`config.mk`:
```
export PLATFORM = sky130hd
export DESIGN_NAME = start_seq
export DESIGN_NICKNAME = d
export VERILOG_FILES = /design/src/rtl/start_pkg.sv /design/src/rtl/start_tmr.sv /design/src/rtl/start_seq.sv
export SDC_FILE = /design/constraint.sdc
export NUM_CORES = 1
export LEC_CHECK = 0
export ABC_AREA = 0
export CORE_ASPECT_RATIO = 1.1
export CORE_MARGIN = 3
export CORE_UTILIZATION = 40
export DETAILED_ROUTE_END_ITERATION = 6
export PLACE_DENSITY_LB_ADDON = 0.2
export SETUP_SLACK_MARGIN = 0.2
export SKIP_LAST_GASP = 1
export SYNTH_ARGS = -nofsm -noshare
export SYNTH_HDL_FRONTEND = slang
export SYNTH_SLANG_ARGS = --single-unit
```
`constraint.sdc`:
```
create_clock -name clk -period 2.3 [get_ports clk]
set_input_delay 0.345 -clock clk [delete_from_list [all_inputs] [get_ports clk]]
set_output_delay 0.345 -clock clk [all_outputs]
set_load 0.05 [all_outputs]
```
`src/rtl/start_pkg.sv`:
```
// Shared definitions for the boot-loop start sequencer: state encoding,
// control-word bit positions and the saturating failure-count helper.
package start_pkg;

    typedef enum logic [1:0] {
        ST_RUN    = 2'd0,
        ST_BOOT   = 2'd1,
        ST_LOCKED = 2'd2
    } state_e;

    localparam int unsigned CTRL_SET_TABLE = 0;
    localparam int unsigned CTRL_ARM       = 1;
    localparam int unsigned CTRL_DISARM    = 2;
    localparam int unsigned CTRL_CONFIRM   = 3;
    localparam int unsigned CTRL_CLR_LOCK  = 4;

    function automatic logic [3:0] sat_inc(input logic [3:0] v, input logic [3:0] lim);
        return (v >= lim) ? v : v + 4'd1;
    endfunction

endpackage

```
`src/rtl/start_tmr.sv`:
```
// Boot-confirm timeout counter: counts while enabled, parks at LIMIT-1,
// flags terminal count. Clear has priority over enable.
module start_tmr #(
    parameter int unsigned LIMIT = 1000000
) (
    input  logic clk_i,
    input  logic rst_ni,
    input  logic clr_i,
    input  logic en_i,
    output logic tc_o
);

    localparam int unsigned W = (LIMIT > 1) ? $clog2(LIMIT) : 1;
    localparam logic [W-1:0] TC_VAL = W'(LIMIT - 1);

    logic [W-1:0] cnt_q;

    always_ff @(posedge clk_i or negedge rst_ni) begin
        if (!rst_ni) begin
            cnt_q <= '0;
        end else if (clr_i) begin
            cnt_q <= '0;
        end else if (en_i && (cnt_q != TC_VAL)) begin
            cnt_q <= cnt_q + 1'b1;
        end
    end

    assign tc_o = en_i && (cnt_q == TC_VAL);

endmodule

```
`src/rtl/start_seq.sv`:
```
// Start sequencer: tracks soft restarts awaiting a boot confirm, counts failed
// boots, and locks onto a fallback start table after too many in a row.
module start_seq #(
    parameter int unsigned BOOT_TIMEOUT   = 1000000,
    parameter int unsigned MAX_FAILS      = 3,
    parameter logic [7:0]  FALLBACK_TABLE = 8'hFF
) (
    input  logic        clk,
    input  logic        rst,
    input  logic        stb,
    input  logic        we,
    input  logic [15:0] data_in,
    output logic [31:0] data_out,
    output logic        ack,
    input  logic        restart,
    output logic        restart_req,
    output logic [7:0]  table_sel,
    output logic        armed_out,
    output logic        locked
);

    import start_pkg::*;

    localparam logic [3:0] MAX_F = 4'(MAX_FAILS);

    state_e     state_q, state_d;
    logic [7:0] table_q, table_d;
    logic       armed_q, armed_d;
    logic [3:0] fail_cnt_q, fail_cnt_d;
    logic       restart_req_q, restart_req_d;

    logic       wr, wr_table, wr_arm, wr_disarm, wr_confirm, wr_clr;
    logic       in_boot, boot_confirm, boot_timeout, fail_evt, will_lock;
    logic [3:0] fail_inc;
    logic       tmr_tc, tmr_clr;
    logic       unused_ctrl_bits;

    assign wr         = stb & we;
    assign wr_table   = wr & data_in[CTRL_SET_TABLE];
    assign wr_arm     = wr & data_in[CTRL_ARM];
    assign wr_disarm  = wr & data_in[CTRL_DISARM];
    assign wr_confirm = wr & data_in[CTRL_CONFIRM];
    assign wr_clr     = wr & data_in[CTRL_CLR_LOCK];
    assign unused_ctrl_bits = ^data_in[7:5];

    // Priority inside BOOT: restart, then confirm, then timeout.
    assign in_boot      = (state_q == ST_BOOT);
    assign boot_confirm = in_boot & ~restart & wr_confirm;
    assign boot_timeout = in_boot & ~restart & ~wr_confirm & tmr_tc;
    assign fail_evt     = (in_boot & restart) | boot_timeout;
    assign fail_inc     = sat_inc(fail_cnt_q, MAX_F);
    assign will_lock    = fail_evt && (fail_inc >= MAX_F);

    // Any BOOT event restarts the timing window; outside BOOT it sits at zero.
    assign tmr_clr = ~in_boot | restart | wr_confirm | tmr_tc;

    start_tmr #(
        .LIMIT (BOOT_TIMEOUT)
    ) u_tmr (
        .clk_i  (clk),
        .rst_ni (rst),
        .clr_i  (tmr_clr),
        .en_i   (in_boot),
        .tc_o   (tmr_tc)
    );

    always_comb begin
        state_d       = state_q;
        table_d       = table_q;
        armed_d       = armed_q;
        fail_cnt_d    = fail_cnt_q;
        restart_req_d = 1'b0;

        if (wr_table) begin
            table_d = data_in[15:8];
        end
        if (wr_disarm) begin
            armed_d = 1'b0;
        end else if (wr_arm) begin
            armed_d = 1'b1;
        end

        case (state_q)
            ST_RUN: begin
                if (restart) begin
                    state_d = ST_BOOT;
                end
            end
            ST_BOOT: begin
                if (fail_evt) begin
                    fail_cnt_d = fail_inc;
                    if (will_lock) begin
                        state_d = ST_LOCKED;
                    end else begin
                        restart_req_d = boot_timeout;
                    end
                end else if (boot_confirm) begin
                    state_d    = ST_RUN;
                    fail_cnt_d = 4'd0;
                end
            end
            ST_LOCKED: begin
                if (wr_clr) begin
                    state_d    = ST_RUN;
                    fail_cnt_d = 4'd0;
                end
            end
            default: begin
                state_d = ST_RUN;
            end
        endcase
    end

    always_ff @(posedge clk or negedge rst) begin
        if (!rst) begin
            state_q       <= ST_RUN;
            table_q       <= 8'h00;
            armed_q       <= 1'b1;
            fail_cnt_q    <= 4'd0;
            restart_req_q <= 1'b0;
        end else begin
            state_q       <= state_d;
            table_q       <= table_d;
            armed_q       <= armed_d;
            fail_cnt_q    <= fail_cnt_d;
            restart_req_q <= restart_req_d;
        end
    end

    assign locked      = (state_q == ST_LOCKED);
    assign table_sel   = locked ? FALLBACK_TABLE : table_q;
    assign armed_out   = armed_q & ~locked;
    assign restart_req = restart_req_q;
    assign ack         = stb;
    assign data_out    = (stb && !we)
                       ? {16'b0, fail_cnt_q, 2'(state_q), locked, armed_q, table_q}
                       : 32'b0;

endmodule

```
==> impl_metrics.py <==
metrics = {
    "run_status": {
        "status": "finished clean",
    },
    "drt": {
        "num_vias": 1545,
        "wl_per_cell_um": 13.5,
        "dr.pass1.iters": 4,
        "met1Wirelength_um": 1940,
        "dr_wl_met2_um": 1960,
        "wl_met3_um": 293,
        "drc": 0,
        "topRoutingLayerUsed": "met4",
        "vias_per_cell": 4.94,
        "postRouteAntennaNets": 0,
        "first_iter_violations": 58,
        "wl_um": 4240,
    },
    "clock_tree": {
        "tritoncts": "built",
        "cts_setup_buffers": 0,
        "clk_pin_slew_worst_paths_ns": 0.07,
        "cts_inserted_buffers": 5,
        "clockBufferDepth": 2,
        "cts.sinks": 36,
        "clock_latency_ns": 0.28,
        "ctsResizeCount": 0,
        "h-tree-depth": 2,
        "clockRootBuffer": "clkbuf_8",
        "hold_buffers": 0,
    },
    "floorplan": {
        "die_y_um": 81.5,
        "fp.dieW_um": 74.6,
        "core_um2": 4810,
        "die_area_um2": 6080,
        "placementRows": 26,
        "io_pins": 65,
        "start_util": 0.430,
    },
    "worst_setup_path": {
        "worst_setup_path_end_kind": "primary output",
        "cp.required_ns": 1.96,
        "worstSetupPathType": "flop to primary output",
        "start_kind": "flop",
        "cp_max_fo": 10,
        "crit_arrival_ns": 1.65,
        "r2r.worst_path.cells": 7,
    },
    "sta": {
        "worst_hold_slack_ns": 0.468,
        "fmax_mhz": 502,
        "finalSetupViolCount": 0,
        "final.setup.worst_slack_ns": 0.309,
        "setup_tns_ns": 0,
        "slew_violations": 0,
        "hold_violations": 0,
        "min_period_ns": 1.99,
        "rsz0062_at_grt": "false",
        "finClkSkew_ns": 0.00867,
        "timing.final.crit_share": 0.866,
    },
    "finish": {
        "syn2layout_area_growth_pct": 38.8,
        "antenna_cells": 0,
        "final_util": 0.597,
        "layout.nets": 282,
        "drive_gt1_frac": 0.265,
        "final_cell_area_um2": 2880,
        "fin_cells": 313,
    },
    "grt": {
        "grt_max_degree": 37,
        "gr-total-overflow": 0,
        "grt_pass1_vias": 1488,
        "antenna_found_initial": 0,
        "grt_pass1_wl_um": 7010,
        "grt_util_all_layers": 0.151,
    },
    "placed_design": {
        "place_ws_ns": 0.222,
        "placed_cell_area_um2": 2780,
        "place.detailed.hpwl_um": 3170,
        "place_congestion": 0.761,
        "portBuffers": 45,
        "placed_cells": 305,
    },
    "hold_path": {
        "min_path_type": "input pin to async pin",
    },
    "synthesis": {
        "yosysWarnings": 0,
        "synth_flop_cell": "dfrtp_1",
        "yosysUniqueCellTypes": 46,
        "syn_avg_cell_area_um2": 10.2,
        "synth_seq_area_share": 0.435,
        "synthCells": 204,
        "ys_async_sr_fraction": 1.00,
        "synth_edf_count": 0,
        "netlist_area_um2": 2070,
        "ys_seq_elements": 36,
    },
    "pwr": {
        "ir_worst_vdd_mv": 0.372,
        "power.density_nw_per_um2": 852,
        "cellLeakagePower_nw": 1.27,
        "total_power_mw": 2.45,
    },
    "flow_run": {
        "cap_violations": 0,
    },
}
## synthesized netlist by cell type (2+ instances only)
library cell,count,area [um2]
nand3_1,14,70.1
nor2_1,23,86.3
a31oi_1,4,25.0
inv_1,4,15.0
xnor2_1,7,61.3
nor2b_1,2,12.5
ha_1,5,62.6
mux2_2,9,101
buf_4,18,135
nor3_1,3,15.0
nand4_1,2,12.5
or2_2,8,50.1
nand2_1,7,26.3
and2_1,19,119
clkbuf_1,2,7.51
and3_1,4,25.0
xor2_1,10,87.6
dfrtp_1,35,876
## layer usage
layer / global-route usage / vias up
li1: - / 766
met1: 0.193 / 727
met2: 0.248 / 46
met3: 0.0453 / 6
met4: 0.0409 / 0
met5: 0 / -
## path summary, 6_finish.rpt
| check | from | end | slack (ns) |
|---|---|---|---|
| setup / recovery | state_q[0]$_DFFE_PN0P_ | table_sel[5] | 0.31 |
| hold / removal | rst | fail_cnt_q[0]$_DFFE_PN0P_ | 0.47 |
| setup reg to reg | state_q[1]$_DFFE_PN0P_ | state_q[0]$_DFFE_PN0P_ | 0.34 |
| hold reg to reg | u_tmr.cnt_q[0]$_DFFE_PN0P_ | u_tmr.cnt_q[0]$_DFFE_PN0P_ | 0.51 |
| max in group asynchronous | rst | armed_q$_DFFE_PN1P_ | 1.48 |
| min in group clk | u_tmr.cnt_q[0]$_DFFE_PN0P_ | u_tmr.cnt_q[0]$_DFFE_PN0P_ | 0.51 |
## layout by cell type, fill, tap and decap left out, types with 2 or more instances in the layout
master | synthesis | final
a31oi_1 | 4 | 4
and2_1 | 19 | 19
and3_1 | 4 | 4
buf_12 | 0 | 24
buf_4 | 18 | 9
clkbuf_1 | 2 | 2
clkbuf_8 | 0 | 6
clkdlybuf4s50_1 | 0 | 18
conb_1 | 1 | 16
dfrtp_1 | 35 | 35
ha_1 | 5 | 3
ha_2 | 0 | 2
inv_1 | 4 | 4
mux2_2 | 9 | 9
nand2_1 | 7 | 7
nand3_1 | 14 | 14
nand4_1 | 2 | 2
nor2_1 | 23 | 23
nor3_1 | 3 | 3
or2_2 | 8 | 8
xnor2_1 | 7 | 7
xor2_1 | 10 | 10
## kinds of logic (layout without fill, tap and decap cells)
logic type	after synthesis	after routing	share of synthesized area
and+or+nand+nor	94	94	0.267
DFF	36	36	0.435
buffers and inverters	25	63	0.0785
xor gates and xnor gates	17	17	0.0719
AOI/OAI and AO/OA	16	16	0.0610
muxes	10	10	0.0543
adders and majority gates	5	5	0.0302
other	1	16	0.00181
## area by class of cell
| class | count | area, um2 |
|---|---|---|
| fillers | 393 | 1940 |
| flip-flops and latches | 36 | 902 |
| repair buffers | 51 | 728 |
| multi-input cells | 158 | 1070 |
| clock buffers | 8 | 90.1 |
| well taps | 56 | 70.1 |
| inverters | 4 | 15.0 |
## worst max-delay path, cell delays in order (launching register included)
cell and delay [ns]:
dfrtp_1 0.39, inv_1 0.08, ha_2 0.24, buf_4 0.18, or2_2 0.33, buf_12 0.16
## registers in the layout, indices dropped and copies added, names as in the netlist
name / flops
armed_q: 1
u_tmr.cnt_q: 20
table_q: 8
state_q: 2
restart_req: 1
fail_cnt_q: 4
## power by group
group / total (mW) / leakage (nW) / internal [mW] / switching (mW)
Combinational: 1.22 / 0.750 / 0.539 / 0.684
Clock: 0.459 / 0.0455 / 0.244 / 0.215
Sequential: 0.770 / 0.478 / 0.707 / 0.0624
No activity file was read; power rests on OpenSTA's default activity.
==> edit 1, RTL diff (config.mk and constraints unchanged) <==
Make the reset (`rst` and `rst_ni`) synchronous in 2 clocked blocks.
--- a/src/rtl/start_tmr.sv
+++ b/src/rtl/start_tmr.sv
@@ -16,5 +16,5 @@
     logic [W-1:0] cnt_q;
 
-    always_ff @(posedge clk_i or negedge rst_ni) begin
+    always_ff @(posedge clk_i) begin
         if (!rst_ni) begin
             cnt_q <= '0;
--- a/src/rtl/start_seq.sv
+++ b/src/rtl/start_seq.sv
@@ -112,5 +112,5 @@
     end
 
-    always_ff @(posedge clk or negedge rst) begin
+    always_ff @(posedge clk) begin
         if (!rst) begin
             state_q       <= ST_RUN;
Check against the original RTL: differs if rst is asserted again (counterexample within 4 cycles, from zero or initial values and one cycle with rst low); with rst held inactive, the same outputs for 10 cycles.
==> edit 1 against the original RTL <==
  * Setup slack worse by 12 ps
  * Fmax fell by 0.60%
  * Routed wire length is 9.9% higher
  * Synthesized area grew 1.5%
  * Non-clock buffer count rose by 6
  * Clock skew fell by 2.0 ps
  * Cell area decreased by 0.74%
  * Sequential share of layout area shrank 6.1 points
  * Sequential cell count unchanged
  * Die area grew 1.4%
  * Register-to-register slack better by 50 ps
  * Largest cell class unchanged
  * Highest routed layer unchanged
Power is not compared: it rests on default switching activity, and its combinational part moved more than twofold at a synthesized area within 25%.
==> edit 1: results (changes against the original RTL) <==
* Initial antenna violation count at 0 (unchanged)
* Final setup skew at 6.69 ps (-1.97 ps)
* Met2 Use GR at 0.270 (+0.0222)
* HP Class: reg -> reg
* Final hold slack at 503 ps (+35.0 ps)
* Met3 Routed Length at 261 um (-11%)
* Met3 track demand over resource at 0.0404 (-0.00490)
* CP endpoint: table_sel[2]
* Worst Hold Depth at 1
* Most frequent cells after synthesis: dfxtp_1 (36), and2_1 (18), buf_4 (17), nand2_1 (17), nor2_1 (14)
* Sequential element share of the synthesized area at 0.343 (-0.0927)
* Placed cells at 359 (+18%)
* Crit path max fanout at 14 (+4)
* Vias in the first global route at 1707 (+15%)
* Gpl congestion at 0.870 (+14%)
* Hold EP: fail_cnt_q[3]
* Vias at 1877 (+21%)
* Crit path from: state_q[0]
* Clock Latency Late Sink at 290 ps
* DR iter-0 viols at 95 (+64%)
* R2R cell count at 5 (-2)
* Drc violations at 0 (unchanged)
* CP max stage cell: dfxtp_1
* Post-Synth Adder-Cell Area at 0.0297 (-0.000449)
* R2R setup slack at 390 ps (+50 ps)
* Placed cell areas at 2740 um^2 (-1.5%)
* XOR/XNOR share of the synthesized area at 0.0416 (-0.0302)
* Synthesized area per cell at 8.28 um^2 (-18%)
* Hpwl dp at 3.55 mm (+12%)
* Via/cell ratio at 5.11 (+3.6%)
* Nets at 334 (+18%)
* Port Buf Inserts at 45 (unchanged)
* Compound-Gate Fraction of Synth Area at 0.112 (+0.0514)
* All-Layer GR Usage at 0.161 (+0.0102)
* DP Worst Slack at 238 ps (+16.0 ps)
* WL/cell at 12.7 um (-6.3%)
* Fillers at 458 (+17%)
* CP top delay family: flip-flops
* Synth cell types at 44 (-4.3%)
* Reg2reg start: u_tmr.cnt_q[6]
* Wl on met1 at 2.17 mm (+12%)
* Layout cells sized above 1 at 0.214 (-0.0510)
* Worst reg2reg path endpoint: fail_cnt_q[0]
* Pin count of the biggest net entering global routing at 15 (-59%)
* Fin crit share at 0.871 (+0.00525)
* Synth top area cells: dfxtp_1 (34%), buf_4 (6.1%), and2_1 (5.4%)
* Outcome: complete, no violations
* Met1 layer usage reported by global route at 0.201 (+0.00768)
* Prevailing post-synth register cell: dfxtp_1
* First-pass GRT wire length at 7.85 mm (+12%)
* Synth Warn # at 0 (unchanged)
* Mux share of post-synthesis cell area at 0.0381 (-0.0163)
* Met2 wire len at 2.15 mm (+9.8%)
* Ys async rst share at 0 (-1.00)
-- edit 1: changes by cell type in the layout (fill, tap and decap cells not counted), sizes merged, moves of 9 or more --
| cell | delta |
|---|---|
| a21oi | +11 |
| dfrtp | -35 |
| dfxtp | +36 |
| mux2 | -10 |
| nand2 | +10 |
| nor2 | -10 |
| nor2b | +9 |
| o21ai | +9 |
-- edit 1: power by group --
part           internal, W  leakage (nW)  switching (W)  total [W]
clock network     0.000321        0.0541       0.000235   0.000556
registers         0.000653         0.291      0.0000315   0.000685
logic             0.000220         0.767       0.000366   0.000586
total              0.00119          1.11       0.000633    0.00183
-- edit 1: layout make-up --
class / count / area (um^2) / area share
clock inverters: 3 / 42.5 / 0.0149
multi-input cells: 201 / 1250 / 0.438
inverters: 7 / 26.3 / 0.00920
repair buffers: 57 / 673 / 0.236
flip-flops and latches: 36 / 721 / 0.252
well taps: 58 / 72.6 / 0.0254
clock buffers: 5 / 68.8 / 0.0241
==> edit 2, RTL diff (config.mk and constraints unchanged) <==
Without the edit above. `BOOT_TIMEOUT`: 1000000 -> 4000000.
--- a/src/rtl/start_seq.sv
+++ b/src/rtl/start_seq.sv
@@ -2,5 +2,5 @@
 // boots, and locks onto a fallback start table after too many in a row.
 module start_seq #(
-    parameter int unsigned BOOT_TIMEOUT   = 1000000,
+    parameter int unsigned BOOT_TIMEOUT   = 4000000,
     parameter int unsigned MAX_FAILS      = 3,
     parameter logic [7:0]  FALLBACK_TABLE = 8'hFF
Formal check against the unedited RTL: same outputs for any inputs over 10 cycles, from zero or initial values and one cycle with rst low; that may be too few to reach the edited logic, so the function may still have changed.
==> edit 2 against the original RTL <==
  * Routed wire length rose by 11%
  * Non-clock buffer count fell by 4
  * Via count rose by 5.1%
  * Setup slack improved by 26 ps
  * Hold slack got worse by 310 ps
  * Power fell by 5.9%
  * Cell area rose by 4.0%
  * Register-to-register slack improved by 30 ps
  * Sequential cell count rose by 2
  * Clock power rose by 4%
  * Synthesized area rose by 6.5%
  * Highest routed layer unchanged
==> edit 2: results (changes against the original RTL) <==
* Outcome: complete, no violations
* Pin count of the biggest net entering global routing at 39 (+5.4%)
* Wl on met1 at 2.27 mm (+17%)
* Compound-Gate Fraction of Synth Area at 0.0641 (+0.00307)
* Nets at 296 (+5.0%)
* Final setup skew at 12.8 ps (+4.16 ps)
* Std-Cell Rows at 27 (+3.8%)
* Top flop regs: u_tmr.cnt_q: 22 flops, table_q: 8 flops, fail_cnt_q: 4 flops
* Clock buffer count at 7 (-1)
* Multi-input gate count at 174 (+10%)
* Layout clock area frac at 0.0305 (-0.000774)
* Worst vdd ir at 369 uV (-0.78%)
* All-Layer GR Usage at 0.157 (+0.00541)
* Fillers at 463 (+18%)
* CP max stage cell: clkdlybuf4s50_1
* Most frequent cells after synthesis: dfrtp_1 (37), nor2_1 (23), and2_1 (19)
* R2R setup slack at 370 ps (+30 ps)
* Fraction of area in multi-input gates at 0.384 (+0.0118)
* Footprint of the multi-input gates at 1150 um^2 (+7.2%)
* Switching Share at 0.384 (-0.00863)
* Via/cell ratio at 4.73 (-4.1%)
* First-pass GRT wire length at 8.05 mm (+15%)
* P_sw at 0.000885 W (-8.0%)
* Sink Count at 38 (+5.6%)
* Met2 Use GR at 0.239 (-0.00929)
* Synth top area cells: dfrtp_1 (42%), buf_4 (6.1%), and2_1 (5.4%)
* Met1 layer usage reported by global route at 0.218 (+0.0246)
* WL/cell at 13.7 um (+1.3%)
* Placed cell areas at 2900 um^2 (+4.1%)
* Post-Synth Adder-Cell Area at 0.0283 (-0.00185)
edit 2: cell count changes after synthesis, moves of 2 or more:
| cell | change |
|---|---|
| xor2_1 | -4 |
| and4_1 | +2 |
| o21a_1 | +2 |
| nor4_1 | +2 |
| nand3b_1 | +2 |
| a21oi_1 | +3 |
| xnor2_1 | +6 |
| nor3_1 | +4 |
| nand2_1 | +3 |
| dfrtp_1 | +2 |
edit 2: cells by family (layout without fill, tap and decap cells):
| kind of cell | after synthesis | in the layout |
|---|---|---|
| AND/OR/NAND/NOR | 108 | 108 |
| multiplexers | 9 | 9 |
| other | 1 | 16 |
| XOR/XNOR | 19 | 19 |
| buffers and inverters | 26 | 59 |
| flip-flops | 38 | 38 |
| adder cells (fa/ha/maj) | 5 | 5 |
| AO/OA/AOI/OAI | 17 | 17 |
edit 2: stage by stage:
stage,instances,hold slack (ps),worst slack (ps)
3_3_place_gp,335,480,204
2_1_floorplan,238,49.4,234
3_5_place_dp,335,484,176
6_report,343,157,334
4_1_cts,343,186,258
5_1_grt,343,228,222
